**src/rtl/startup_gen.sv**
```systemverilog
// startup_gen: open-loop startup oscillator driving `gen` until resonant feedback takes over.
// Latency: `gen`/`busy` go high one clock after `en` is sampled high; each level lasts `hp_cur` clocks.
// Shutdown: a high half always completes before stopping; a low half is abandoned. Optional macro: STARTUP_GEN_FB_TRACK_EN.
module startup_gen #(
  parameter int CLK_MHZ = 100,
  parameter int F_KHZ   = 200,
  parameter int HP_MIN  = 100,
  parameter int HP_MAX  = 500,
  localparam int HP_DEFAULT = CLK_MHZ * 500 / F_KHZ,
  localparam int HPW        = $clog2(HP_MAX + 1)
) (
  input  logic           clk,
  input  logic           rst_n,
  input  logic           en,
  input  logic           fb,
  output logic           gen,
  output logic           busy,
  output logic [HPW-1:0] hp_cur
);

  localparam logic [1:0] IDLE   = 2'd0;
  localparam logic [1:0] RUN    = 2'd1;
  localparam logic [1:0] FINISH = 2'd2;

  localparam logic [HPW-1:0] HP_DEF = HPW'(HP_DEFAULT);

  logic [1:0]     state;
  logic [HPW-1:0] hp_cnt;
  // Half-period that a burst starting this cycle will use.
  logic [HPW-1:0] hp_next;

`ifdef STARTUP_GEN_FB_TRACK_EN
  // Counter spans one full fb period and saturates just above the accepted range.
  localparam int MW = $clog2(2 * HP_MAX + 2);
  localparam logic [MW-1:0] M_SAT   = MW'(2 * HP_MAX + 1);
  localparam logic [MW:0]   LEN_MIN = (MW + 1)'(2 * HP_MIN);
  localparam logic [MW:0]   LEN_MAX = (MW + 1)'(2 * HP_MAX);

  logic           fb_q;
  logic [MW-1:0]  m_cnt;
  logic [MW:0]    m_len;
  logic [HPW-1:0] meas;
  logic           meas_vld;
  logic [HPW-1:0] hp_q;
  logic           unused_len;

  // The cycle carrying the falling edge closes the period, so it is counted too.
  assign m_len      = {1'b0, m_cnt} + 1'b1;
  assign unused_len = ^{m_len[MW], m_len[0]};
  assign hp_next    = meas_vld ? meas : hp_q;
  assign hp_cur     = hp_q;

  // Measure fb period between falling edges; runs in every state.
  always_ff @(posedge clk or negedge rst_n) begin
    if (!rst_n) begin
      fb_q     <= 1'b0;
      m_cnt    <= '0;
      meas     <= HP_DEF;
      meas_vld <= 1'b0;
    end else begin
      fb_q <= fb;
      if (fb_q && !fb) begin
        m_cnt <= '0;
        if (m_len >= LEN_MIN && m_len <= LEN_MAX) begin
          meas     <= m_len[HPW:1];
          meas_vld <= 1'b1;
        end else begin
          meas_vld <= 1'b0;
        end
      end else if (m_cnt != M_SAT) begin
        m_cnt <= m_cnt + 1'b1;
      end
    end
  end

  // Retune only at burst start so the period never changes mid-burst.
  always_ff @(posedge clk or negedge rst_n) begin
    if (!rst_n) begin
      hp_q <= HP_DEF;
    end else if (state == IDLE && en && meas_vld) begin
      hp_q <= meas;
    end
  end
`else
  logic unused_cfg;

  assign unused_cfg = fb ^ (HP_MIN > HP_MAX);
  assign hp_next    = HP_DEF;
  assign hp_cur     = HP_DEF;
`endif

  assign busy = (state != IDLE);

  // Burst sequencer: half-period counter, output toggling and clean shutdown.
  always_ff @(posedge clk or negedge rst_n) begin
    if (!rst_n) begin
      state  <= IDLE;
      gen    <= 1'b0;
      hp_cnt <= '0;
    end else begin
      case (state)
        IDLE: begin
          gen <= 1'b0;
          if (en) begin
            state  <= RUN;
            gen    <= 1'b1;
            hp_cnt <= hp_next - 1'b1;
          end
        end
        RUN: begin
          // Counting continues on the stop cycle so the last high half stays full length;
          // a toggle on that same cycle happens first and FINISH sees the new level.
          if (hp_cnt == '0) begin
            gen    <= ~gen;
            hp_cnt <= hp_cur - 1'b1;
          end else begin
            hp_cnt <= hp_cnt - 1'b1;
          end
          if (!en) begin
            state <= FINISH;
          end
        end
        FINISH: begin
          // Complete a high half; a low half ends immediately. `en` is ignored here.
          if (gen) begin
            if (hp_cnt == '0) begin
              gen   <= 1'b0;
              state <= IDLE;
            end else begin
              hp_cnt <= hp_cnt - 1'b1;
            end
          end else begin
            state <= IDLE;
          end
        end
        default: begin
          state <= IDLE;
          gen   <= 1'b0;
        end
      endcase
    end
  end

endmodule

```
**config.mk**
```make
export PLATFORM = sky130hd
export DESIGN_NAME = startup_gen
export DESIGN_NICKNAME = d
export VERILOG_FILES = /design/src/rtl/startup_gen.sv
export SDC_FILE = /design/constraint.sdc
export NUM_CORES = 1
export LEC_CHECK = 0
export ABC_AREA = 1
export ABC_CLOCK_PERIOD_IN_PS = 3000
export CORE_ASPECT_RATIO = 1.2
export CORE_MARGIN = 5
export CORE_UTILIZATION = 45
export DETAILED_ROUTE_END_ITERATION = 8
export PLACE_DENSITY = 0.7
export SETUP_SLACK_MARGIN = 0.5
export SYNTH_ARGS = -nofsm -noshare
export SYNTH_HDL_FRONTEND = slang
export SYNTH_SLANG_ARGS = --single-unit
```
**constraint.sdc**
```tcl
create_clock -name clk -period 3 [get_ports clk]
set_input_delay 0.3 -clock clk [delete_from_list [all_inputs] [get_ports clk]]
set_output_delay 0.3 -clock clk [all_outputs]
set_load 0.02 [all_outputs]
```
; ---- Word level (Yosys, flattened, before mapping)
; Index checks and enable logic that the tools add are counted.
; W data, S select, Z words.
[word_totals]
reg_bits = 12
out_inout_bits = 11
wordCells = 34
inputBits = 4
[classes]
addsub = 1
bitwise_logic = 1
reduce_logical = 6
n_mux = 15
n_eq_ne = 8
[ops]
columns = cell, n
row1 = $mux W9, 4
row2 = $pmux W9 S3, 1
row3 = $ne A2 B2 Y1 const B, 5
row4 = $logic_not A9 Y1, 1
row5 = $sub A9 B1 Y9 const B, 1
row6 = $mux W2, 4
row7 = $pmux W2 S3, 1
row8 = $mux W1, 4
row9 = $reduce_and A4 Y1, 1
row10 = $ne A3 B3 Y1 const B, 1
row11 = $pmux W1 S3, 1
row12 = $reduce_and A3 Y1, 1
row13 = $reduce_bool A3 Y1, 1
row14 = $eq A2 B1 Y1 const B, 1
row15 = $eq A2 B2 Y1 const B, 1
row16 = $logic_not A2 Y1, 1
row17 = $reduce_bool A2 Y1, 1
row18 = $not A1 Y1, 1

; ---- Longest topological paths before layout
[depth]
word_depth = 4
ltp_mapped = 12
ltp_nobuf = 12

; ---- Worst setup path after synthesis
; No wires, ideal clock.
[synth_path]
path_kind = register to register
start = register hp_cnt[0]
end = register hp_cnt[0]
path_slack_ns = 1.567
arrival_time_ns = 1.310
stages_incl_launch_ff = 12
n_path_buf = 0
setup_ns = 0.123
t_required_ns = 2.877
synth_period_minus_slack_ns = 1.433
cell_sequence = dfrtp_1 inv_1 ha_1 nand2_1 nor2_2 nand2_4 nand2_2 nand2_4 nand2_8 inv_6 o21ai_1 o21ai_1
[synth_between]
elab_chain_len = 4
word_cells_on_any_way = 8
cone_classes = 1 x add/sub / 1 x eq/ne / 4 x mux / 2 x reduce/logical
[synth_lines]
columns = element, line
row1 = start: declaration, 28  ; logic [HPW-1:0] hp_cnt;
row2 = start signal: assignment, 107  ; hp_cnt <= hp_next - 1'b1;
row3 = start signal: assignment, 115  ; hp_cnt <= hp_cur - 1'b1;
row4 = start signal: assignment, 117  ; hp_cnt <= hp_cnt - 1'b1;
row5 = $sub A9 B1 Y9, "117, 130"
row6 = $mux W9, 126  ; if (hp_cnt == '0) begin
row7 = $mux W9, 125  ; if (gen) begin
row8 = $pmux W9 S3, 101  ; case (state)
; Parallel ways exist; a longest one is shown, timed or not. The select of a mux whose other input is x is not followed.
; A chain may end at the register's enable or synchronous reset.

; ---- Final worst setup path
[layout_path]
start = register state[0]
end = output port busy
[layout_between]
elab_chain_len = 1
[layout_lines]
columns = element, line
row1 = start: declaration, 27  ; logic [1:0] state;
row2 = start signal: assignment, 97  ; state <= IDLE;
row3 = start signal: assignment, 105  ; state <= RUN;
row4 = start signal: assignment, 120  ; state <= FINISH;
row5 = $reduce_bool A2 Y1, 92  ; assign busy = (state != IDLE);
row6 = end: declaration, 17  ; output logic busy,
; No other way between the ends.

==> results.md <==
- Avg Cell Area, Syn: about 7 um2
- Nets: about 170
- Status: complete, no violations
- VDD IR max: 0.000683 V
- CTS resizes: 0
- Share of layout cells above drive strength 1: a little over an eighth
- Cell variety after synth: 24
- H-Tree Depth: 1
- Setup Fix Bufs, Post-CTS: 0
- Largest net degree at the start of global routing: 13
- R2r startpoint: hp_cnt[0]
- Post-detailed-route wirelength per cell: about 11 um
- Most instantiated library cell after synthesis: nand2_1
- CTS buffer count: 3
- Cell taking the most area after synthesis: dfrtp_1
- Post-synth top flop: dfrtp_1
- CP arrival: 1.64 ns
- First-pass DRT Iterations: 5
- Final Setup Violations: 0
- Top post-synthesis cells by count: nand2_1, nor2_1, inv_1
- DR iter-0 viols: 14
- # port buffers: 4
- Rows: 19
- Fin crit share: 64.8%
- RSZ-0062 raised after global routing: no
- Slew margin rel.: 63.0%
- Chip Width: ~54 um
- Synth Area in Adders: under 10%
- Total Wirelength: slightly above 2000 um
- Layout fillers: 224
- Cell Pwr Density: 1180 nW/um2
- Asr flop ratio synth: 100%
- CP Launch Type: flop
- Longest Clk Path Bufs: 2
- Crit path kind: reg -> out
- Global Route Usage Sum: around 14%
- DRC: 0
- Minimum clock period: between 1.5 and 2 ns
- Grt total ovfl: 0
- Clk Latency, worst-skew pair: 0.28 ns
- F_max: slightly above 500 MHz
- Vias in the first global route: around 820
- Routed vias/inst: slightly below 5
- Fin Clk Skew: 0.00607 ns
- Mapped Cells: approximately 150
- Detailed placement HPWL: between 1500 and 2000 um
- Non-filler cells, final: 188
- Largest family of logic cells by synthesized area: simple AND/OR/NAND/NOR gates
- FF-to-FF path depth: 11
- Top-area cell type share of the netlist area: about 29%
- Yosys Warn Count: 0
- Vias: a little over 900
- Synth Area in Simple Gates: roughly 36%
- Die ar.: 3400 um2
- IO Pins: 15
- ANT cells: 0
- Slew Limit Fails: 0
- Worst Path Required: around 2.7 ns
- Area delta synth->final: 6.69%
- Multiplexer share of the synthesized area: 0%
- Cell count after placement: between 150 and 200
- CTS tree: done
- Initial antenna violation count: 0
- Post-synth EDFFs: 0
- Mapped cell area: 1050 um2
- Worst Hold Class: in -> async
- Hold Fails Final Rpt: 0
- Synth area leaders: dfrtp_1, nand2_1, ha_1, buf_4, nor2_1
- Routability cong.: ~0.9
- Max Cap Violations: 0
- Critical Path Sink Type: primary output
- CTS root buffer: clkbuf_4
- Slew @ Worst Pin: 0.554 ns
- Initial Util: a little under half
- Antenna-violating nets left: 0
- Core area: approximately 2300 um2
- Synth Area in XOR/XNOR: 1.67%
- Compound-Gate Fraction of Synth Area: 9.68%
- Die Y: between 60 and 70 um
- Final core utilization: between 40% and 50%
- Fin Setup TNS: 0 ns
- # hold bufs at CTS: 0
- Clk slew on worst S/H paths: about 0.080 ns
- Reg2reg end: hp_cnt[0]
- Sink Count: 12
- First-pass GRT wire length: approximately 3500 um
- Leakage: 0.589 nW
- Reg2reg setup slack: 1.39 ns
- Critical-path maximum fanout: 4
- Seq/Total Area, Yosys: ~29%
- #FFs+latches synth: 12
## state kept, by name (all words and copies together) (netlist names)
register	cells
state	2
gen	1
hp_cnt	9
## where the power goes
part / total, mW / internal (mW) / leakage [nW] / switching (mW)
Combinational: 0.863 / 0.310 / 0.423 / 0.553
Clock: 0.134 / 0.0739 / 0.0210 / 0.0601
Sequential: 0.318 / 0.238 / 0.145 / 0.0800
Total: 1.31 / 0.621 / 0.589 / 0.693
## cell families (layout without fill, tap and decap cells)
group | count (synthesis) | in the layout
AND/OR/NAND/NOR | 80 | 80
buffers and inverters | 30 | 28
AO/OA/AOI/OAI | 19 | 19
flip-flops | 12 | 12
adder cells (fa/ha/maj) | 7 | 7
other | 2 | 9
XOR/XNOR | 2 | 2
## placed cells by master (no fill, tap or decap), types with 2 or more instances in the layout
| cell | count |
|---|---|
| a21oi_1 | 5 |
| clkbuf_4 | 3 |
| clkdlybuf4s50_1 | 4 |
| conb_1 | 9 |
| dfrtp_1 | 12 |
| ha_1 | 7 |
| inv_1 | 13 |
| inv_2 | 6 |
| nand2_1 | 43 |
| nand2_2 | 2 |
| nand2_4 | 2 |
| nand3_1 | 10 |
| nand3b_1 | 2 |
| nand4_1 | 2 |
| nor2_1 | 14 |
| nor2_2 | 2 |
| nor2_4 | 2 |
| o21ai_0 | 5 |
| o21ai_1 | 7 |
| xor2_1 | 2 |
## layer usage
layer  part of all wire, %  up-vias  GRT usage (%)
li1                      -      474              -
met1                    45      411           17.4
met2                    49       20           22.6
met3                   4.2        5           1.43
met4                   2.1        0           5.61
met5                     0        -              0
## final cells by class
type | instances | area, um2 | area share (%)
inverter | 20 | 80.1 | 7.17
multi-input combinational | 117 | 622 | 55.7
tap | 31 | 38.8 | 3.47
timing repair buffer | 4 | 40.0 | 3.58
clock buffer | 4 | 36.3 | 3.25
sequential | 12 | 300 | 26.9
## worst max-delay path by stage
| stage | start | cells past startpoint | endpoint | slack [ns] |
|---|---|---|---|---|
| finish | state[0] | 4 | busy | 1.06 |
| global route | state[0] | 4 | busy | 0.97 |
| CTS | state[0] | 4 | busy | 1.05 |
| detailed placement | state[0] | 4 | busy | 1.36 |
| global placement | state[0] | 4 | busy | 1.39 |
| floorplan | hp_cnt[0] | 11 | hp_cnt[0] | 1.57 |
## critical path, cell delays in order (launching register included)
cell	delay, ns
dfrtp_1	0.38
inv_1	0.10
ha_1	0.23
inv_2	0.06
clkdlybuf4s50_1	0.59
## through the flow
stage / worst slack, ns / area, um2 / power [mW] / hold WS, ns
floorplan: 1.57 / 1070 / 1.00 / 0.00441
global placement: 1.39 / 1080 / 1.16 / 0.475
detailed placement: 1.36 / 1080 / 1.19 / 0.479
CTS: 1.05 / 1120 / 1.32 / 0.389
global route: 0.972 / 1120 / 1.45 / 0.426
finish: 1.06 / 1120 / 1.31 / 0.367
Note: power is estimated with default switching activity, not from simulation.
==> edit 1, RTL diff (same flow settings) <==
`HP_MAX`: 500 -> 1000.
--- a/src/rtl/startup_gen.sv
+++ b/src/rtl/startup_gen.sv
@@ -5,7 +5,7 @@
   parameter int CLK_MHZ = 100,
   parameter int F_KHZ   = 200,
   parameter int HP_MIN  = 100,
-  parameter int HP_MAX  = 500,
+  parameter int HP_MAX  = 1000,
   localparam int HP_DEFAULT = CLK_MHZ * 500 / F_KHZ,
   localparam int HPW        = $clog2(HP_MAX + 1)
 ) (
Ports: changed (resized hp_cur); port bits go from 15 to 16. The function was not compared with the original's and may differ.
==> edit 1 against the original RTL <==
  * Final area grew 2.5%
  * Wire length grew 16%
  * Area after synthesis grew 5.1%
  * Power shrank 1.8%
  * Non-clock buffer count is the same
  * Worst setup slack lost 34 ps
  * Die area grew 4.2%
  * Sequential cell count grew 1
  * Clock power shrank 19%
  * Critical path type unchanged
  * Largest cell class unchanged
  * Largest power group unchanged
==> edit 1: results (changes against the original RTL) <==
- Outcome: finished, final reports clean
- # nets final: 183 (+8.3%)
- Post_cts resized: 0 (unchanged)
- Worst vdd ir: 0.565 mV (-17%)
- Worst Clk Skew: 3.25 ps (-2.82 ps)
- Worst path top cell family by delay: buffers and inverters
- Setup violators final: 0 (unchanged)
- Slowest CP cell: clkdlybuf4s50_1
- Met2 usage: 26.9% (+4.3 points)
- Post-synth top cells: nand2_1 (49), inv_1 (20), nand3_1 (19), nor2_1 (16), dfrtp_1 (13)
- Number of flops mapped to enable cells by yosys: 0 (unchanged)
- Fraction of layout cells with a size suffix above 1: 6.43% (-6.9 points)
- Via-to-Cell Ratio: 4.86 (+0.43%)
- Main synth FF type: dfrtp_1
- Setup bufs post-CTS: 0 (unchanged)
- FILL cells: 253 (+13%)
- Clk Tree Root Cell: clkbuf_4
- Pre-CTS setup slack: 1250 ps (-113 ps)
- Gpl congestion: 0.909 (+0.32%)
- Met3 usage: 2.56% (+1.1 points)
- DRT iter0 DRCs: 28 (+14)
- Register area share after synthesis: 29.5% (+0.87 points)
- Leakage power: 0.000611 uW (+3.6%)
- CTS max path bufs: 2 (unchanged)
- Worst slew margin: 59.4% (-3.6 points)
- Global-route wire length before repair: 4.10 mm (+16%)
- Initial DRT Pass Iterations: 4 (-1)
- HPWL Detailed: 1.90 mm (+18%)
- Clk Latency, worst-skew pair: 270 ps
- CP peak stage delay: 590 ps (about the same)
- PortBufs: 4 (unchanged)
- GR Util All Layers: 15.5% (+1.8 points)
- Synth area leaders: dfrtp_1 (30%), nand2_1 (17%), nand3_1 (8.6%)
- Pin count of the biggest net entering global routing: 14 (+1)
- Vias in the first global route: 953 (+16%)
- Yosys synthesis warning count: 0 (unchanged)
- Synth cell types: 21 (-13%)
- Regs by FF count: hp_cnt (10), state (2), gen (1)
- Crit path arrival time: 1680 ps (+40 ps)
- Final Routed Wirelength: 2.35 mm (+16%)
- Global Route met1 Usage: 18.6% (+1.2 points)
==> edit 1: power breakdown <==
group | switching [uW] | leakage, uW | internal (uW)
Sequential | 82.5 | 0.000161 | 255
Clock | 57.6 | 0.0000150 | 51.4
Combinational | 556 | 0.000435 | 289
==> edit 1: kinds of logic after synthesis <==
kind of cell    Yosys count  synth area share (%)
other cells               2                 0.682
simple gates             95                  36.6
compound gates           16                  8.52
xor+xnor                  2                  1.59
buf+inv                  32                  15.1
fa+ha+maj                 7                  7.95
flops                    13                  29.5
==> edit 1: worst paths after layout <==
check / start / endpoint / depth (start not counted) / slack [ps]
worst max-delay path: state[0] / busy / 4 / 1020
worst min-delay path: rst_n / hp_cnt[5] / 1 / 400
worst max register to register: state[0] / hp_cnt[7] / 7 / 1260
worst min register to register: hp_cnt[1] / hp_cnt[1] / 2 / 520
max in group asynchronous: rst_n / gen / 1 / 2200
min in group clk: hp_cnt[1] / hp_cnt[1] / 2 / 520
==> edit 1: stage by stage <==
step,hold slack (ps),instance area (sq um),cells
CTS,421,1140,202
global route,461,1140,202
global placement,507,1120,198
detailed placement,505,1120,198
floorplan,4.41,1130,175
finish,405,1140,202
==> edit 1: worst register-to-register path, delay by kind of cell, from the launching register on <==
| family | cells | cell delay, ps |
|---|---|---|
| compound gates | 2 | 230 |
| fa+ha+maj | 1 | 320 |
| buf+inv | 2 | 220 |
| flops | 1 | 410 |
| simple gates | 2 | 510 |
==> edit 1: layout make-up <==
cell class	count	share of cell area [%]
Multi-Input combinational cell	130	55.8
Sequential cell	13	28.4
Inverter	20	6.56
Timing Repair Buffer	4	3.50
Tap cell	31	3.39
Clock buffer	4	2.30
==> edit 1: per-layer routing <==
metal,vias up,part of all wire (%)
met5,-,0
met4,0,0.98
met3,2,5.9
met2,28,51
met1,439,42
li1,513,-
==> edit 2, RTL diff (config.mk and constraints unchanged) <==
Without the edit above. Put a register stage on the output `busy`, cleared by the reset. The value now appears one clock later. The other outputs are not delayed to match. Comments in the files are not updated.
--- a/src/rtl/startup_gen.sv
+++ b/src/rtl/startup_gen.sv
@@ -89,7 +89,13 @@
   assign hp_cur     = HP_DEF;
 `endif
 
-  assign busy = (state != IDLE);
+  always_ff @(posedge clk or negedge rst_n) begin
+    if (!rst_n) begin
+      busy <= '0;
+    end else begin
+      busy <= (state != IDLE);
+    end
+  end
 
   // Burst sequencer: half-period counter, output toggling and clean shutdown.
   always_ff @(posedge clk or negedge rst_n) begin
Check against the original RTL: not equivalent (a bounded check fails within 4 cycles, from zero or initial values and one cycle with rst_n low).
==> edit 2 against the original RTL <==
  * Wire length down 4.2%
  * Area after synthesis up 1.4%
  * Worst setup slack better by 260 ps
  * Final cell count down 6.4%
  * Count of clock-buffer cells in the layout unchanged
  * Sequential cell count up 1
  * Clock skew down 2.8 ps
  * Final area up 0.78%
  * Power down 12%
  * Highest routed layer unchanged
==> edit 2: results (changes against the original RTL) <==
- Outcome: finished, final reports clean
- Post_cts resized: 0 (unchanged)
- Int Pwr: 567 uW (-8.8%)
- Worst slew margin: 59.7% (-3.3 points)
- Initial DRT Pass Iterations: 4 (-1)
- Vias in the first global route: 828 (+0.73%)
- Yosys synthesis warning count: 0 (unchanged)
- Pre-CTS setup slack: 1350 ps (-6.54 ps)
- GR Util All Layers: 13.1% (-0.52 points)
- # nets final: 157 (-7.1%)
- Via-to-Cell Ratio: 4.77 (-1.5%)
- Gpl congestion: 0.851 (-6.1%)
- HPWL Detailed: 1.56 mm (-3.2%)
- FILL cells: 239 (+6.7%)
- Synth cell types: 23 (-4.2%)
- Initial core utilization: 46.5% (+0.17 points)
- Crit Path Max Fanout: 5 (+1)
- Worst Clk Skew: 3.28 ps (-2.78 ps)
- Worst vdd ir: 0.603 mV (-12%)
- Reg clk slew, reported paths: 80 ps (about the same)
- Register area share after synthesis: 30.6% (+2.0 points)
- Post-DR wirelength/cell: 11.0 microns (+2.3%)
- Leakage power: 0.000578 uW (-2.0%)
- Clk Tree Root Cell: clkbuf_4
- Post-synth top cells: nand2_1 (26), inv_1 (17), dfrtp_1 (13)
- Global-route wire length before repair: 3.39 mm (-3.9%)
- Crit path arrival time: 1380 ps (-260 ps)
- Pin count of the biggest net entering global routing: 14 (+1)
- Regs by FF count: hp_cnt (9), state (2)
- Fraction of layout cells with a size suffix above 1: 23.4% (+10 points)
- Synth area leaders: dfrtp_1 (31%), nand2_1 (9.2%), ha_1 (8.2%)
- Slowest CP cell: clkdlybuf4s50_1
- CP peak stage delay: 640 ps (+50 ps)
[edit 2: power by group through the flow]
stage | Sequential [uW] | Combinational, uW | Clock (uW)
after detailed placement | 318 | 739 | 0
after floorplan | 323 | 580 | 0
after CTS | 314 | 742 | 113
final | 313 | 734 | 113
after global routing | 324 | 827 | 121
after global placement | 313 | 716 | 0
[edit 2: cell families after synthesis]
| family | count (synthesis) | share of synthesized area [%] |
|---|---|---|
| simple gates | 57 | 29.9 |
| compound gates | 19 | 10.5 |
| fa+ha+maj | 7 | 8.24 |
| xor+xnor | 4 | 3.30 |
| flops | 13 | 30.6 |
| buf+inv | 37 | 16.7 |
| other cells | 2 | 0.707 |
[edit 2: metal layers]
metal,up-vias,wire (microns),track usage [%]
met5,-,0,0
li1,426,-,-
met2,8,1080,22.6
met1,401,775,14.6
met4,0,36,6.85
met3,4,45,2.36
[edit 2: worst paths after layout]
| check | from | endpoint | slack, ps | cells after the start |
|---|---|---|---|---|
| worst max-delay path | gen | gen | 1320 | 1 |
| worst min-delay path | rst_n | hp_cnt[0] | 380 | 1 |
| worst max register to register | state[0] | hp_cnt[2] | 1430 | 9 |
| worst min register to register | hp_cnt[8] | hp_cnt[8] | 570 | 2 |
| max in group asynchronous | rst_n | hp_cnt[6] | 2220 | 1 |
| min in group clk | hp_cnt[8] | hp_cnt[8] | 570 | 2 |
[edit 2: cell type report]
| type | instances | area [sq um] | area share, % |
|---|---|---|---|
| multi-input combinational | 96 | 586 | 52.0 |
| sequential | 13 | 325 | 28.9 |
| inverter | 28 | 110 | 9.78 |
| timing repair buffer | 4 | 40.0 | 3.56 |
| tap | 31 | 38.8 | 3.44 |
| clock buffer | 4 | 26.3 | 2.33 |
[edit 2: per-stage QoR]
step	hold slack [ps]	util, %	total power, uW	std cells	cell area, sq um
CTS	418	49.3	1170	176	1130
detailed placement	563	48.2	1060	172	1100
global route	443	49.3	1270	176	1130
floorplan	4.41	-	904	146	1090
finish	384	49.3	1160	176	1130
global placement	554	48.2	1030	172	1100
